==> config.mk <==
export PLATFORM = sky130hd
export DESIGN_NAME = aes_round_ctrl
export DESIGN_NICKNAME = d
export VERILOG_FILES = /design/src/rtl/aes_round_ctrl.sv
export SDC_FILE = /design/constraint.sdc
export NUM_CORES = 1
export LEC_CHECK = 0
export CAP_MARGIN = 20
export CELL_PAD_IN_SITES_DETAIL_PLACEMENT = 2
export CELL_PAD_IN_SITES_GLOBAL_PLACEMENT = 2
export CORE_MARGIN = 3
export CORE_UTILIZATION = 29
export DETAILED_ROUTE_END_ITERATION = 10
export PLACE_DENSITY_LB_ADDON = 0.1
export REMOVE_ABC_BUFFERS = 1
export SLEW_MARGIN = 40
export SYNTH_ARGS = -nofsm -noshare
export SYNTH_HDL_FRONTEND = slang
export SYNTH_SLANG_ARGS = --single-unit
==> constraint.sdc <==
create_clock -name clk -period 5.5 [get_ports clk]
set_clock_uncertainty 0.2 [all_clocks]
set_input_delay 1.65 -clock clk [delete_from_list [all_inputs] [get_ports clk]]
set_output_delay 1.65 -clock clk [all_outputs]
set_load 0.02 [all_outputs]
==> src/rtl/aes_round_ctrl.sv <==
// AES round sequencer: steps the round-key index for cipher or inverse cipher
// and produces the datapath strobes for AES-128/192/256.
module aes_round_ctrl (
  input  logic       clk,
  input  logic       rst,
  input  logic       start,
  input  logic [1:0] mode,
  input  logic       decrypt,
  input  logic       abort,
  input  logic       out_ready,
  output logic       in_ready,
  output logic [3:0] nr,
  output logic [3:0] rnd_idx,
  output logic       rnd_en,
  output logic       rnd_first,
  output logic       rnd_last,
  output logic       dir,
  output logic       out_valid,
  output logic       err
);

  typedef enum logic [1:0] {IDLE, INIT, ROUND, DONE} state_t;

  state_t     state, state_nxt;
  logic [3:0] nr_q, idx_q, mode_nr;
  logic       dir_q, err_q;
  logic       accept, illegal, at_last, step;

  // Nr = 10 + 2*mode for the three legal key sizes
  always_comb begin
    mode_nr = 4'd10 + {1'b0, mode, 1'b0};
    accept  = (state == IDLE) && start && !abort && (mode != 2'b11);
    illegal = (state == IDLE) && start && !abort && (mode == 2'b11);
    at_last = dir_q ? (idx_q == 4'd0) : (idx_q == nr_q);
    step    = !abort && ((state == INIT) || ((state == ROUND) && !at_last));
  end

  always_comb begin
    state_nxt = state;
    case (state)
      IDLE:    if (accept) state_nxt = INIT;
      INIT:    state_nxt = abort ? IDLE : ROUND;
      ROUND:   if (abort) state_nxt = IDLE;
               else if (at_last) state_nxt = DONE;
      DONE:    if (abort || out_ready) state_nxt = IDLE;
      default: state_nxt = IDLE;
    endcase
  end

  always_comb begin
    in_ready  = (state == IDLE);
    rnd_en    = (state == INIT) || (state == ROUND);
    rnd_first = (state == INIT);
    rnd_last  = (state == ROUND) && at_last;
    out_valid = (state == DONE);
    nr        = nr_q;
    rnd_idx   = idx_q;
    dir       = dir_q;
    err       = err_q;
  end

  // The last round holds the index, so the counter can never wrap
  always_ff @(posedge clk) begin
    if (rst) begin
      state <= IDLE;
      nr_q  <= 4'd10;
      idx_q <= 4'd0;
      dir_q <= 1'b0;
      err_q <= 1'b0;
    end else begin
      state <= state_nxt;
      err_q <= illegal;
      if (accept) begin
        nr_q  <= mode_nr;
        dir_q <= decrypt;
        idx_q <= decrypt ? mode_nr : 4'd0;
      end else if (step) begin
        idx_q <= dir_q ? (idx_q - 4'd1) : (idx_q + 4'd1);
      end
    end
  end

endmodule

==> results.md, run 1 <==
- In the post-synthesis netlist, the biggest area contributors are dfxtp_1 (27%), ha_1 (11%), mux2_4 (5.5%).
- The post-synthesis compound-gate area fraction is between 10% and 20%.
- The first global-routing pass estimated approximately 3800 um of wire.
- The total detailed-routing wirelength is roughly 2300 um.
- For this configuration, the core starts out at a cell density of a little under a third.
- By startpoint and endpoint, the worst setup path is classified as flop to output pin.
- The largest net degree at the start of global routing is 12.
- The detailed router finished its first iteration with 27 violations.
- The power per cell area is between 200 and 250 nW/um^2.
- The leakage power of the design is ~0.39 nW.
- Yosys mapped the design onto 36 distinct sky130hd cell types.
- The share of synthesized cell area in full adder, half adder and majority cells is between 10% and 20%.
- The number of flops mapped to enable cells by yosys is 0.
- The worst setup path is launched from a flop.
- In this run the number of H-tree levels came out at 1.
- Prior to clock tree synthesis, the placed netlist has a worst setup slack of about 1.7 ns.
- The routed design could run at a clock period as short as around 3.8 ns.
- Clock-pin slew was measured on the worst setup and hold paths at approximately 0.07 ns.
- The via total after detailed routing is approximately 730.
- At the end of routability-driven placement, the weighted congestion stood at approximately 0.68.
- After Yosys synthesis, and, or, nand and nor cells account for ~23% of the synthesized area.
- Detailed placement finished with a half-perimeter wire length of 1820 um.
- The total overflow left after global routing is 0.
- The number of top-level design ports is 23.
- 0 antenna diodes ended up in the layout.
- Relative to the synthesized area, the layout overhead comes to 30.4%.
- Buffers inserted during clock tree synthesis total 3.
- The via count of the first global-routing pass is between 700 and 800.
- The count of fill cells added during filler insertion is roughly 300.
- Across the run, the number of max-cap violations was 0.
- The clock passes through at most 2 buffers.
- The net switching power is between 0.00009 and 0.0001 W.
- The proportion of power drawn by flip-flops and latches is approximately 38%.
- The number of antenna violations at the first check in global routing is 0.
- The remaining antenna violation count after routing is 0.
- The die area is about 3500 sq um.
- The period utilization is 69.9%.
- The summed negative setup slack over all endpoints is 0 ns.
- Along the worst path, the maximum fanout reaches 5.
- In the synthesized netlist the async set-or-reset flop fraction comes to 0%.
- The synthesized design contains 11 register bits.
- The initialized floorplan defines 18 standard-cell rows.
- Summing the sequential cell areas from Yosys gives 26.8% of the chip area.
- In this run switching power makes up between 30% and 40% of total power.
- Dividing the synthesized area by the synthesized cell count gives roughly 9 sq um.
- The dominant register cell in the synthesized netlist is dfxtp_1.
- The standard cell core area is about 2600 sq um.
- The die is 59.2 um wide.
- TritonCTS built the clock tree.
- The path category of the worst min-delay check is flop to flop.
- The final setup slack of the worst path is ~1.7 ns.
- The remaining design rule violation count is 0.
- The combinational family with the most area after synthesis is simple AND/OR/NAND/NOR gates.
- Among all cell types in the netlist, the one instantiated most often is dfxtp_1.
- The mux contribution to synthesized area is about 6.7%.
- After the last flow step, the layout net total stands at about 130.
- The floorplan step set the die height to 59.2 um.
- The data required time of the worst path is approximately 3.7 ns.
- The warning count from the yosys run is 0.
- The number of cells upsized or downsized after cts is 0.
- Clock latency on the worst-skew pair, taken at its later pin, is between 0.2 and 0.3 ns.
- The count of endpoints failing hold in the final timing report came to 0.
- The first detailed-routing pass ran for 4 iterations.
- After clock tree synthesis, the setup repair step added 0 buffers.
- The run finished with clean final reports.
- Counting every sink on the clock net gives 11.
- Of the total power, the clock network draws 22.9%.
- In the final layout, the share of cells above drive strength 1 is about a tenth.
- Hold repair after CTS inserted 0 buffers.
- Dividing the detail-routed wire length by the instance count gives ~16 um.
- The highest ir drop seen on vdd is approximately 140 uV.
- The share of the synthesized netlist area taken by xor and xnor gates is between 5 and 6%.
- For this run, the top clock speed supported by timing is approximately 260 MHz.
- The biggest area contributor in the post-synthesis netlist is dfxtp_1.
- The number of cells produced by synthesis is between 90 and 100.
- The number of endpoints failing setup at the final stage is 0.
- Input and output buffers added on the ports amount to 21.
- The internal power of the cells totals ~0.00016 W.
- The clock root buffer is clkbuf_4.
- Summing every instance area after synthesis gives around 800 sq um.
- The via density per instance is about 5.2.
- Sorting the synthesized cells by how often they occur yields dfxtp_1 (11), nand2_1 (10), inv_1 (9).
- The number of max-slew violations in the final report is 0.
- STA classifies the critical path endpoint as an output pin.
- The combinational share of power is between 30 and 40%.
- Setup repair after global routing left no endpoint under its margin.
- Global routing consumed, over all layers together, 14.8% of the routing resources.
- The worst endpoint data arrival time is approximately 2.0 ns.
- The top-area cell type share of the netlist area is a little over a quarter.
[area by class of cell]
type                    count  area (sq um)  share of cell area (%)
clock buffers               4          26.3                    2.45
inverters                   9          33.8                    3.15
multi-input cells          67           544                    50.8
flip-flops and latches     11           220                    20.5
well taps                  30          37.5                    3.50
repair buffers             21           210                    19.6
[kinds of logic after synthesis]
| group | after synthesis |
|---|---|
| compound gates | 18 |
| xor+xnor | 5 |
| fa+ha+maj | 8 |
| buf+inv | 13 |
| flops | 11 |
| mux | 4 |
| other cells | 1 |
| simple gates | 31 |
[sequential cells by signal, indices dropped and copies added (netlist names)]
| register | count |
|---|---|
| rnd_idx | 4 |
| nr | 3 |
| dir | 1 |
| state | 2 |
| err | 1 |
[layout by cell type, fill, tap and decap left out, types with 2 or more instances in the layout]
master | Yosys | routed
mux2_4 | 3 | 3
inv_1 | 9 | 9
clkbuf_4 | 0 | 3
nand3_1 | 2 | 2
o21ai_0 | 3 | 3
nor3_1 | 2 | 2
ha_1 | 7 | 7
nor2_1 | 4 | 4
a21oi_1 | 7 | 7
nor3b_1 | 2 | 2
xnor2_1 | 5 | 5
nor2b_1 | 2 | 2
dfxtp_1 | 11 | 11
clkdlybuf4s50_1 | 0 | 21
nand2_1 | 10 | 10
[per-stage QoR]
| step | util, % | std cells | total power, W | hold slack, ns | instance area [sq um] |
|---|---|---|---|---|---|
| after floorplan | - | 87 | 0.000157 | 0.275 | 798 |
| after global placement | 40.4 | 138 | 0.000194 | 0.285 | 1050 |
| after detailed placement | 40.4 | 138 | 0.000197 | 0.296 | 1050 |
| after CTS | 41.4 | 142 | 0.000257 | 0.315 | 1070 |
| after global routing | 41.4 | 142 | 0.000269 | 0.322 | 1070 |
| final | 41.4 | 142 | 0.000252 | 0.311 | 1070 |
[power by group through the flow]
stage | clock (W) | combinational, W | sequential, W
detailed placement | 0 | 0.0000999 | 0.0000975
global placement | 0 | 0.0000969 | 0.0000975
global route | 0.0000640 | 0.000108 | 0.0000971
floorplan | 0 | 0.0000570 | 0.000100
CTS | 0.0000608 | 0.000100 | 0.0000956
finish | 0.0000575 | 0.0000987 | 0.0000953
[critical path, stage by stage (launching register included)]
cell	delay (ns)
dfxtp_1	0.49
xnor2_1	0.17
nand4_1	0.24
a21oi_1	0.21
clkdlybuf4s50_1	0.62
[routing by layer]
| metal | wire, um | GRT usage [%] | part of all wire (%) | vias up |
|---|---|---|---|---|
| li1 | - | - | - | 357 |
| met2 | 1120 | 24.2 | 48 | 17 |
| met3 | 75 | 2.61 | 3.2 | 2 |
| met1 | 1110 | 19.6 | 48 | 356 |
| met4 | 27 | 4.85 | 1.2 | 0 |
| met5 | 0 | 0 | 0 | - |
[worst paths after layout]
kind / start / end / slack [ns] / cells past startpoint
min: nr[3] / nr[3] / 0.31 / 1
min reg2reg: nr[3] / nr[3] / 0.31 / 1
max reg2reg: state[0] / rnd_idx[3] / 3.41 / 6
max: rnd_idx[2] / rnd_last / 1.66 / 4
Note: power is estimated with default switching activity, not from simulation.
==> run 2, diff against run 1 <==
- CORE_UTILIZATION: 29 -> 24
- clock period: 5.5 -> 3.1 ns (I/O delays scaled with it)
==> run 2 against run 1 <==
  * Clock power is 88% higher
  * Cell count up 13%
  * Hold slack gained 0.015 ns
  * Sequential cell count unchanged
  * Power rose by 81%
  * Highest routed layer unchanged
==> results.md, run 2 (synthesized netlist as in run 1, its figures left out) <==
- The run finished with clean final reports.
- In this run, the number of DRC markers left after iteration 0 of detailed routing was 7.
- IR analysis of the VDD net gives a maximum drop of between 100 and 150 uV.
- The count of endpoints failing hold in the final timing report was 0.
- In the routed design, unresolved DRC markers number 0.
- The clock root buffer is clkbuf_4.
- The number of gates resized after CTS was 2.
- The data required time of the worst path is a little under 2 ns.
- At the end of routability-driven placement, the weighted congestion stood at about 0.7.
- The count of fill cells added during filler insertion is ~400.
- The count of buffers added on input and output ports is 21.
- The via total after detailed routing is slightly below 800.
- The via count of the first global-routing pass is slightly above 800.
- The library cells used most frequently in the layout, excluding fill and tap cells, are clkdlybuf4s50_1 (20), nand2_1 (10), dfxtp_1 (10).
- The multi-input combinational cells in the finished layout cover a total of between 500 and 600 sq um.
- The starting density of the core is 26.1%.
- The die is around 65 um wide.
- The period utilization is 91.4%.
- The number of buffers created by CTS is 3.
- After floorplanning, the core was divided into 20 placement rows.
- The wire length of the first global-routing pass is 4220 um.
- The die is around 65 um tall.
- The number of maximum-capacitance violations is 0.
- The largest net degree at the start of global routing is 10.
- The clock net in this run drives a total of 11 sinks.
- The number of max-slew violations in the final report came to 0.
- Setup repair after global routing left no endpoint under its margin.
- Static timing analysis puts the maximum clock frequency at 353 MHz.
- The analysis attributes to cell leakage a power of around 0.41 nW.
- The register with the most flip-flops in the layout has 4 of them.
- In this run the number of H-tree levels came out at 1.
- Dividing the detail-routed wire length by the instance count gives ~16 um.
- The number of endpoints failing setup at the final stage is 0.
- The clock reaches the later pin of the worst-skew pair after around 0.28 ns.
- The via density per instance is 4.84.
- Cells with a size suffix above 1 make up approximately 14% of the layout.
- The total detailed-routing wirelength is 2570 um.
- From synthesis to final layout, the design area changed by 36.2%.
- Across the whole layout, storage elements account for approximately 220 sq um.
- The endpoint class of the critical path is an output pin.
- The total overflow reported by the global router is 0.
- The number of top-level design ports is 23.
- The first detailed-routing pass took 4 iterations.
- TritonCTS built the clock tree.
- For this design the ratio of total power to cell area is 407 nW/um^2.
- The path category of the worst min-delay check is flop to flop.
- The die area is around 4200 sq um.
- The number of nets at the end of the flow is approximately 130.
- The clock transition time at the flip-flop clock pins of the worst setup and hold paths is 0.08 ns.
- The placed wire-length estimate is between 2000 and 2500 um.
- The post-CTS setup buffer count is 0.
- In this run the worst path has a maximum fanout of 8.
- The summed negative setup slack over all endpoints is 0 ns.
- The worst setup path is launched from a flop.
- Once detail routing completed, the nets flagged for antenna violations numbered 0.
- The library cell used most frequently in the layout, excluding fill and tap cells, is clkdlybuf4s50_1.
- The hold-fix buffer count after cts is 0.
- The repair_antennas step left the layout with diodes totalling 0.
- The sum of internal, switching and leakage power is between 0.0004 and 0.0005 W.
- The maximum number of buffers from clock root to sink is 2.
- The smallest clock period supported by the final layout is computed as roughly 2.8 ns.
- The number of antenna violations at the first check in global routing came to 0.
- The critical path is of the flop to output pin type.
- The worst endpoint data arrival time is between 1.5 and 2 ns.
- The standard cell core area is 3150 sq um.
- The total routing usage reported by global routing is approximately an eighth.
-- run 2: cell types whose count changed in the layout (fill, tap and decap cells not counted) --
cell / before / now
buf_4: 0 / 4
dfxtp_1: 11 / 10
dlygate4sd2_1: 0 / 1
dfxtp_2: 0 / 1
clkdlybuf4s50_1: 21 / 20
-- run 2: layout make-up --
class | instances | area share (%)
sequential | 11 | 19.8
timing repair buffer | 25 | 21.3
multi-input combinational | 67 | 48.6
inverter | 9 | 3.02
clock buffer | 4 | 2.35
tap | 44 | 4.92
-- run 2: worst paths after layout --
| check | startpoint | cells after the start | slack, ns | endpoint |
|---|---|---|---|---|
| setup / recovery | state[0] | 3 | 0.27 | in_ready |
| hold / removal | nr[2] | 2 | 0.33 | nr[2] |
| setup reg to reg | state[0] | 5 | 1.04 | rnd_idx[2] |
| hold reg to reg | nr[2] | 2 | 0.33 | nr[2] |
-- run 2: worst max-delay path, cell delays in order, from the launching register on --
cell             delay, ns
dfxtp_1               0.35
inv_1                 0.10
ha_1                  0.32
clkdlybuf4s50_1       0.66
-- run 2: where the power goes --
part           total, W  switching [W]  leakage [nW]  internal [W]
registers      0.000170      0.0000179        0.0900      0.000152
clock network  0.000108      0.0000583        0.0150     0.0000500
logic          0.000178      0.0000908         0.307     0.0000868
total          0.000456       0.000167         0.412      0.000289
-- run 2: through the flow --
stage / worst slack (ns) / cell area [sq um] / hold slack [ns] / util [%] / std cells
after floorplan: 0.644 / 798 / 0.275 / - / 87
after global placement: 0.181 / 1090 / 0.315 / 34.7 / 156
after detailed placement: 0.142 / 1090 / 0.317 / 34.7 / 156
after CTS: 0.237 / 1120 / 0.330 / 35.5 / 160
after global routing: 0.133 / 1120 / 0.374 / 35.5 / 160
final: 0.266 / 1120 / 0.325 / 35.5 / 160
-- run 2: layer usage --
layer	share of wire [%]	GRT usage [%]	wire length (um)
met1	49	18.3	1250
met3	4.3	1.91	110
met2	45	20.5	1160
met4	2.1	6.33	53
met5	0	0	0
